## src/rtl/alu_operand_sequencer_pkg.sv

```systemverilog
// Shared types for the ALU operand sequencer: FSM state encoding
// (mirrored on state_code) and the "no operation" selector value.
package alu_seq_pkg;

    typedef enum logic [2:0] {
        ST_LOAD_A  = 3'd0,
        ST_LOAD_B  = 3'd1,
        ST_LOAD_OP = 3'd2,
        ST_EXEC    = 3'd3,
        ST_HOLD    = 3'd4
    } state_e;

    localparam logic [2:0] SEL_NOTUSE = 3'b000;

endpackage

```

## src/rtl/alu_operand_sequencer_debounce.sv

```systemverilog
// button_debounce: 2-flop synchroniser, stability counter and armed flag;
// emits a one-cycle press pulse on an accepted, armed 0->1 transition.
module button_debounce #(
    parameter int unsigned DEBOUNCE_CYCLES = 500000
) (
    input  logic clk,
    input  logic rst_n,
    input  logic btn_i,
    output logic press_o
);

    localparam int unsigned CW =
        (DEBOUNCE_CYCLES > 1) ? $clog2(DEBOUNCE_CYCLES) : 1;
    localparam logic [CW-1:0] CNT_LAST = CW'(DEBOUNCE_CYCLES - 1);

    logic          sync1_q;
    logic          sync2_q;
    logic          level_q;
    logic          armed_q;
    logic          press_q;
    logic [CW-1:0] cnt_q;

    logic changing;
    logic arming;
    logic counting;
    logic done;

    // A released level must also survive the full window before arming,
    // so a button held across reset never produces a press.
    assign changing = sync2_q != level_q;
    assign arming   = !armed_q && !sync2_q && !level_q;
    assign counting = changing || arming;
    assign done     = counting && (cnt_q == CNT_LAST);

    always_ff @(posedge clk) begin
        if (!rst_n) begin
            sync1_q <= 1'b0;
            sync2_q <= 1'b0;
            level_q <= 1'b0;
            armed_q <= 1'b0;
            press_q <= 1'b0;
            cnt_q   <= '0;
        end else begin
            sync1_q <= btn_i;
            sync2_q <= sync1_q;
            press_q <= 1'b0;
            if (!counting) begin
                cnt_q <= '0;
            end else if (done) begin
                cnt_q   <= '0;
                level_q <= sync2_q;
                armed_q <= armed_q | ~sync2_q;
                press_q <= sync2_q & armed_q & changing;
            end else if (sync1_q != sync2_q) begin
                cnt_q <= '0;
            end else begin
                cnt_q <= cnt_q + CW'(1);
            end
        end
    end

    assign press_o = press_q;

endmodule

```

## src/rtl/alu_operand_sequencer.sv

```systemverilog
// Switch/button front end for the combinational 8-bit ALU: A -> B -> op entry,
// settle, capture. CHAIN_RESULT_EN: enter in HOLD feeds res_s back into op_a.
module alu_operand_sequencer
    import alu_seq_pkg::*;
#(
    parameter int unsigned DEBOUNCE_CYCLES = 500000,
    parameter int unsigned SETTLE_CYCLES   = 2
) (
    input  logic       clk,
    input  logic       rst_n,
    input  logic [7:0] sw,
    input  logic       cin_sw,
    input  logic       btn_enter,
    input  logic       btn_clear,
    input  logic [7:0] alu_s,
    input  logic       alu_cout,
    input  logic       alu_zero,
    input  logic       alu_error,
    output logic [7:0] op_a,
    output logic [7:0] op_b,
    output logic       op_cin,
    output logic [2:0] op_sel,
    output logic [7:0] res_s,
    output logic       res_cout,
    output logic       res_zero,
    output logic       res_error,
    output logic       res_valid,
    output logic       sel_reject,
    output logic [2:0] state_code
);

    localparam int unsigned SCW =
        (SETTLE_CYCLES > 1) ? $clog2(SETTLE_CYCLES) : 1;
    localparam logic [SCW-1:0] SETTLE_LAST = SCW'(SETTLE_CYCLES - 1);

    logic enter_press;
    logic clear_press;

    button_debounce #(.DEBOUNCE_CYCLES(DEBOUNCE_CYCLES)) u_db_enter (
        .clk    (clk),
        .rst_n  (rst_n),
        .btn_i  (btn_enter),
        .press_o(enter_press)
    );

    button_debounce #(.DEBOUNCE_CYCLES(DEBOUNCE_CYCLES)) u_db_clear (
        .clk    (clk),
        .rst_n  (rst_n),
        .btn_i  (btn_clear),
        .press_o(clear_press)
    );

    state_e         state_q;
    logic [7:0]     op_a_q;
    logic [7:0]     op_b_q;
    logic           op_cin_q;
    logic [2:0]     op_sel_q;
    logic [7:0]     res_s_q;
    logic           res_cout_q;
    logic           res_zero_q;
    logic           res_error_q;
    logic           res_valid_q;
    logic           sel_reject_q;
    logic [SCW-1:0] settle_q;

    always_ff @(posedge clk) begin
        if (!rst_n) begin
            state_q      <= ST_LOAD_A;
            op_a_q       <= '0;
            op_b_q       <= '0;
            op_cin_q     <= 1'b0;
            op_sel_q     <= SEL_NOTUSE;
            res_s_q      <= '0;
            res_cout_q   <= 1'b0;
            res_zero_q   <= 1'b0;
            res_error_q  <= 1'b0;
            res_valid_q  <= 1'b0;
            sel_reject_q <= 1'b0;
            settle_q     <= '0;
        end else begin
            res_valid_q  <= 1'b0;
            sel_reject_q <= 1'b0;
            if (clear_press) begin
                state_q     <= ST_LOAD_A;
                op_a_q      <= '0;
                op_b_q      <= '0;
                op_cin_q    <= 1'b0;
                op_sel_q    <= SEL_NOTUSE;
                res_s_q     <= '0;
                res_cout_q  <= 1'b0;
                res_zero_q  <= 1'b0;
                res_error_q <= 1'b0;
                settle_q    <= '0;
            end else begin
                unique case (state_q)
                    ST_LOAD_A: if (enter_press) begin
                        op_a_q  <= sw;
                        state_q <= ST_LOAD_B;
                    end
                    ST_LOAD_B: if (enter_press) begin
                        op_b_q  <= sw;
                        state_q <= ST_LOAD_OP;
                    end
                    ST_LOAD_OP: if (enter_press) begin
                        if (sw[2:0] != SEL_NOTUSE) begin
                            op_sel_q <= sw[2:0];
                            op_cin_q <= cin_sw;
                            settle_q <= '0;
                            state_q  <= ST_EXEC;
                        end else begin
                            sel_reject_q <= 1'b1;
                        end
                    end
                    ST_EXEC: begin
                        if (settle_q == SETTLE_LAST) begin
                            res_s_q     <= alu_s;
                            res_cout_q  <= alu_cout;
                            res_zero_q  <= alu_zero;
                            res_error_q <= alu_error;
                            res_valid_q <= 1'b1;
                            state_q     <= ST_HOLD;
                        end else begin
                            settle_q <= settle_q + SCW'(1);
                        end
                    end
                    ST_HOLD: if (enter_press) begin
                        op_sel_q <= SEL_NOTUSE;
`ifdef CHAIN_RESULT_EN
                        op_a_q   <= res_s_q;
                        state_q  <= ST_LOAD_B;
`else
                        state_q  <= ST_LOAD_A;
`endif
                    end
                    default: state_q <= ST_LOAD_A;
                endcase
            end
        end
    end

    assign op_a       = op_a_q;
    assign op_b       = op_b_q;
    assign op_cin     = op_cin_q;
    assign op_sel     = op_sel_q;
    assign res_s      = res_s_q;
    assign res_cout   = res_cout_q;
    assign res_zero   = res_zero_q;
    assign res_error  = res_error_q;
    assign res_valid  = res_valid_q;
    assign sel_reject = sel_reject_q;
    assign state_code = state_q;

endmodule

```

## config.mk

```make
export PLATFORM = sky130hd
export DESIGN_NAME = alu_operand_sequencer
export DESIGN_NICKNAME = d
export VERILOG_FILES = /design/src/rtl/alu_operand_sequencer_pkg.sv /design/src/rtl/alu_operand_sequencer_debounce.sv /design/src/rtl/alu_operand_sequencer.sv
export SDC_FILE = /design/constraint.sdc
export NUM_CORES = 1
export LEC_CHECK = 0
export CAP_MARGIN = 20
export CELL_PAD_IN_SITES_DETAIL_PLACEMENT = 1
export CELL_PAD_IN_SITES_GLOBAL_PLACEMENT = 1
export CORE_MARGIN = 3
export CORE_UTILIZATION = 43
export DETAILED_ROUTE_END_ITERATION = 12
export PLACE_DENSITY_LB_ADDON = 0.2
export SETUP_SLACK_MARGIN = 0.02
export SYNTH_ARGS = -nofsm -noshare
export SYNTH_HDL_FRONTEND = slang
export SYNTH_SLANG_ARGS = --single-unit
```

## constraint.sdc

```tcl
create_clock -name clk -period 4.6 [get_ports clk]
set_clock_uncertainty 0.05 [all_clocks]
set_input_delay 0.92 -clock clk [delete_from_list [all_inputs] [get_ports clk]]
set_output_delay 0.92 -clock clk [all_outputs]
set_load 0.02 [all_outputs]
```

# Yosys cells after proc, flatten, opt, wreduce, memory -nomap -nowiden
# Cells that the tools add are included.
[totals] ff_bits=85 out_inout_bits=36 in_bits=24
[op_classes] bitwise_logic=14 reduce_logical=34 muxes=16 eq_ne=16 addsub=3
[ops] op="$add A19 B1 Y19 const B" n=2
[ops] op="$eq A19 B19 Y1 const B" n=2
[ops] op="$mux W3" n=8
[ops] op="$pmux W3 S5" n=1
[ops] op="$reduce_and A3 Y1" n=4
[ops] op="$reduce_or A4 Y1" n=3
[ops] op="$reduce_and A2 Y1" n=5
[ops] op="$ne A2 B1 Y1 const B" n=4
[ops] op="$not A1 Y1" n=8
[ops] op="$eq A3 B2 Y1 const B" n=2
[ops] op="$logic_and A1 B1 Y1" n=6
[ops] op="$logic_not A1 Y1" n=6
[ops] op="$pmux W3 S2" n=1
[ops] op="$reduce_and A6 Y1" n=1
[ops] op="$mux W1" n=5
[ops] op="$and A1 B1 Y1" n=4
[ops] op="$ne A1 B1 Y1" n=4
[ops] op="$ne A2 B2 Y1 const B" n=2
[ops] op="$reduce_and A4 Y1" n=1
[ops] op="$reduce_bool A2 Y1" n=2
[ops] op="$eq A3 B1 Y1 const B" n=1
[ops] op="$eq A3 B3 Y1 const B" n=1
[ops] op="$logic_not A3 Y1" n=1
[ops] op="$reduce_bool A3 Y1" n=1
[ops] op="other kinds (6)" n=8

# Depth between registers and ports, before layout
[depth] ltp_word=6 depth_mapped=7

# By module
# A second synthesis with hierarchy kept.
[unflattened] cells_unflattened=405 hier_area_um2=3702.3
[modules_own_cells] module="alu_operand_sequencer" n_inst=1 seq_area_each_um2=740.7 area_each_um2=1452.6 cells_per_inst=163
[modules_own_cells] module="button_debounce at u_db_enter" n_inst=1 seq_area_each_um2=480.5 area_each_um2=1137.3 cells_per_inst=123
[modules_own_cells] module="button_debounce at u_db_clear" n_inst=1 seq_area_each_um2=480.5 area_each_um2=1112.3 cells_per_inst=119

# Worst setup path after synthesis
# No wires, ideal clock.
[synth_path] path_kind="in2reg" start="input sw[0]" end="register op_sel_q[0] (netlist: op_sel[0])" t_required_ps=4433 setup_time_ps=117 setup_slack_ps=2500 path_stages=4 t_arrival_ps=1933 cell_sequence="nor3_1 or3b_2 a211o_1 a32o_1"
[synth_between] elab_chain_cells=3
[synth_rtl] item="from (decl)" line="alu_operand_sequencer.sv:11" source="input logic [7:0] sw,"
[synth_rtl] item="$reduce_bool A3 Y1 or $mux W3 (tied branches)" line="alu_operand_sequencer.sv:105" source="if (sw[2:0] != SEL_NOTUSE) begin"
[synth_rtl] item="$ne A2 B2 Y1 (no line) or $mux W3 (tied branches)"
[synth_rtl] item="$reduce_and A4 Y1 (no line) or $pmux W3 S2 (tied branches)"
[synth_rtl] item="to (signal assigned)" line="alu_operand_sequencer.sv:106" source="op_sel_q <= sw[2:0];"
[synth_rtl] item="to (decl)" line="alu_operand_sequencer.sv:57" source="logic [2:0] op_sel_q;"
# Several ways; a longest one is shown, not always the timed one. The select of a mux whose other input is x is not followed.
# A chain may end at the register's enable or synchronous reset.

# Final worst setup path
[layout_path] start="register state_q[1] (netlist: state_code[1])" end="output state_code[1]"
[layout_rtl] item="from (decl)" line="alu_operand_sequencer.sv:53" source="state_e state_q;"
[layout_rtl] item="from (signal assigned)" line="alu_operand_sequencer.sv:68" source="state_q <= ST_LOAD_A;"
[layout_rtl] item="from (signal assigned)" line="alu_operand_sequencer.sv:84" source="state_q <= ST_LOAD_A;"
[layout_rtl] item="from (signal assigned)" line="alu_operand_sequencer.sv:98" source="state_q <= ST_LOAD_B;"
[layout_rtl] item="to (decl)" line="alu_operand_sequencer.sv:29" source="output logic [2:0] state_code"
# No word-level cell between the ends.

==> results.tsv <==
metric	value	unit
syn_area	0.003550	mm^2
h-tree-depth	3	
via_count	3104	
antenna_found_initial	0	
maxSlewViolCount	0	
final_cell_mix	dfxtp_1, clkdlybuf4s50_1, nand2_1	
placedCellCount	543	
synth_top_family_by_area	simple AND/OR/NAND/NOR gates	
reg2reg_depth	6	
synth_edf_count	0	
cp_top_family	buffers and inverters	
port_buffers	59	
min_period	2617	ps
dr.pass1.iters	4	
cts_setup_buffers	0	
tightestPinTransition	951.3	ps
crit_chain	clkdlybuf4s50_1	
yosys.area_share.simple	0.3028	
synth-xor-area-share	0.06662	
synth_cells	399	
io_pins	60	
crit_cells	1	
cts_root_buffer	clkbuf_8	
grt_pass1_vias	3088	
regToRegStartpoint	u_db_clear.cnt_q[0]$_SDFF_PP0_	
p_leak	1.395	nW
grt_max_degree	21	
path_clk_slew	90	ps
yosys_register_bits	85	
synth_compound_area_frac	0.08283	
worst_ep_required_time	3630	ps
setup_viol	0	
outcome	finished, final reports clean	
cp-end-kind	output pin	
clockBufferDepth	2	
synthFlopType	dfxtp_1	
yosysUniqueCellTypes	49	
crit_type	reg2out	
cts_buffers	9	
routed_via_density	5.563	
pwr_density_cell	300.3	mW/mm^2
rsz0062_at_grt	false	
syn_avg_cell_area	8.896	um^2
fmax	382.2	MHz
cts_sinks	85	
slew_headroom	0.3609	
crit_end	state_code[1]	
grt_use_total	0.1886	
startpoint	state_code[1]$_SDFFE_PP0P_	
tritoncts	yes	
r2r_end	u_db_clear.cnt_q[8]$_SDFF_PP0_	
worstHoldPathType	reg2reg	
cts.repair.resized	0	
muxShareOfSynthArea	0.03384	
yosysSeqAreaShare	0.4794	
holdPathStages	2	
max_stage_delay	700	ps
yosys_warnings	0	
clk_latency	350	ps
synthAdderAreaFrac	0.007050	
cp_slowest_cell	clkdlybuf4s50_1	
ctsHoldBuffers	0	
wl_per_cell	15.57	um
area_growth	24.64	%
cp-start-kind	register	
core-area	0.007888	mm^2
regToRegSetupSlack	2270	ps
worst_ep_arrival_time	1650	ps
initial_utilization	0.4500	
fp.dieW	96.86	um
vdd_drop_max	0.0001337	V
fin_crit_sh	0.5688	
grt_pass1_wl	14920	um
cap_violations	0	
async_flop_share	0	
die_area	0.009381	mm^2
hold_viol_final	0	
synth_nets	425	
diodes	0	
crit_fanout	14	
remaining_drc_errors	0	
overflow	0	
fp.dieH	96.86	um
layout.nets	478	
drt_iter0_markers	74	
drtAntennaViolNets	0	
critPathBufInv	1	
final.setup.tns	0	ps
drive_above_1_share	0.06579	
place_congestion	0.8024	
wirelength	8687	um
dp_hpwl	6072	um
final_cells	558	
rows	32	
layout_commonest_cell	dfxtp_1	
## worst min path at each step
stage / to / slack (ps) / start
6_report: res_s[2]$_SDFFE_PP0P_ / 410 / res_s[2]$_SDFFE_PP0P_
5_1_grt: res_s[7]$_SDFFE_PP0P_ / 430 / res_s[7]$_SDFFE_PP0P_
4_1_cts: res_s[6]$_SDFFE_PP0P_ / 410 / res_s[6]$_SDFFE_PP0P_
3_5_place_dp: res_s[6]$_SDFFE_PP0P_ / 400 / res_s[6]$_SDFFE_PP0P_
3_3_place_gp: res_s[1]$_SDFFE_PP0P_ / 390 / res_s[1]$_SDFFE_PP0P_
2_1_floorplan: u_db_clear.sync2_q$_SDFF_PN0_ / 400 / u_db_clear.sync1_q$_SDFF_PN0_
## cell families (layout without fill, tap and decap cells)
| group | after synthesis | count (layout) |
|---|---|---|
| xor+xnor | 27 | 27 |
| flops | 85 | 85 |
| compound gates | 46 | 46 |
| buf+inv | 24 | 81 |
| fa+ha+maj | 2 | 2 |
| simple gates | 203 | 203 |
| mux | 12 | 12 |
## stage by stage
step	utilization	area [um^2]	power [mW]	hold slack [ps]	setup WS, ps
after floorplan	-	3550	0.7807	400.9	2500
after global placement	0.5359	4227	0.8093	393.0	1703
after detailed placement	0.5359	4227	0.8109	398.5	1656
after CTS	0.5609	4424	1.344	412.2	1972
after global routing	0.5609	4424	1.386	431.7	1867
final	0.5609	4424	1.329	411.7	1983
## flip-flops by register name (all words and copies together), names as in the netlist, 3 cells and up
| register | cells |
|---|---|
| op_a | 8 |
| op_b | 8 |
| op_sel | 3 |
| res_s | 8 |
| state_code | 3 |
| u_db_clear.cnt_q | 19 |
| u_db_enter.cnt_q | 19 |
## per-layer routing
| metal | GRT usage | share of wire | vias to the layer above |
|---|---|---|---|
| met5 | 0 | 0 | - |
| met4 | 0.05724 | 0.013 | 0 |
| met3 | 0.03677 | 0.038 | 10 |
| met2 | 0.3148 | 0.47 | 61 |
| met1 | 0.2465 | 0.47 | 1495 |
| li1 | - | - | 1538 |
## report_power, final
group | switching, mW | internal (mW)
Combinational | 0.0229 | 0.0254
Sequential | 0.00502 | 0.740
Clock | 0.282 | 0.253
## area by class of cell
cell class                      instances  area (um^2)
Clock buffer                            9        123.9
Clock inverter                          6        73.82
Fill cell                             946         3463
Inverter                                2        7.507
Multi-Input combinational cell        290         1762
Sequential cell                        85         1702
Tap cell                              102        127.6
Timing Repair Buffer                   64        628.1
## Yosys cell counts, types with 3 or more instances
| cell | instances | area [um^2] |
|---|---|---|
| dfxtp_1 | 85 | 1702 |
| nand2_1 | 57 | 214.0 |
| nor3_1 | 38 | 190.2 |
| a21oi_1 | 20 | 100.1 |
| nor2_1 | 19 | 71.32 |
| nand3_1 | 18 | 90.09 |
| clkbuf_1 | 16 | 60.06 |
| xor2_1 | 16 | 140.1 |
| mux2i_1 | 12 | 120.1 |
| nor4_1 | 12 | 75.07 |
| nand4_1 | 11 | 68.82 |
| xnor2_1 | 11 | 96.34 |
| a211oi_1 | 6 | 45.04 |
| and2_1 | 6 | 37.54 |
| buf_2 | 6 | 30.03 |
| nor2b_1 | 6 | 37.54 |
| o21ai_0 | 5 | 25.02 |
| or3_1 | 5 | 31.28 |
| nand2b_1 | 4 | 25.02 |
| a32o_1 | 3 | 30.03 |
| and3_1 | 3 | 18.77 |
| and4_1 | 3 | 26.28 |
| nand4b_1 | 3 | 26.28 |
Note: power is estimated with default switching activity, not from simulation.
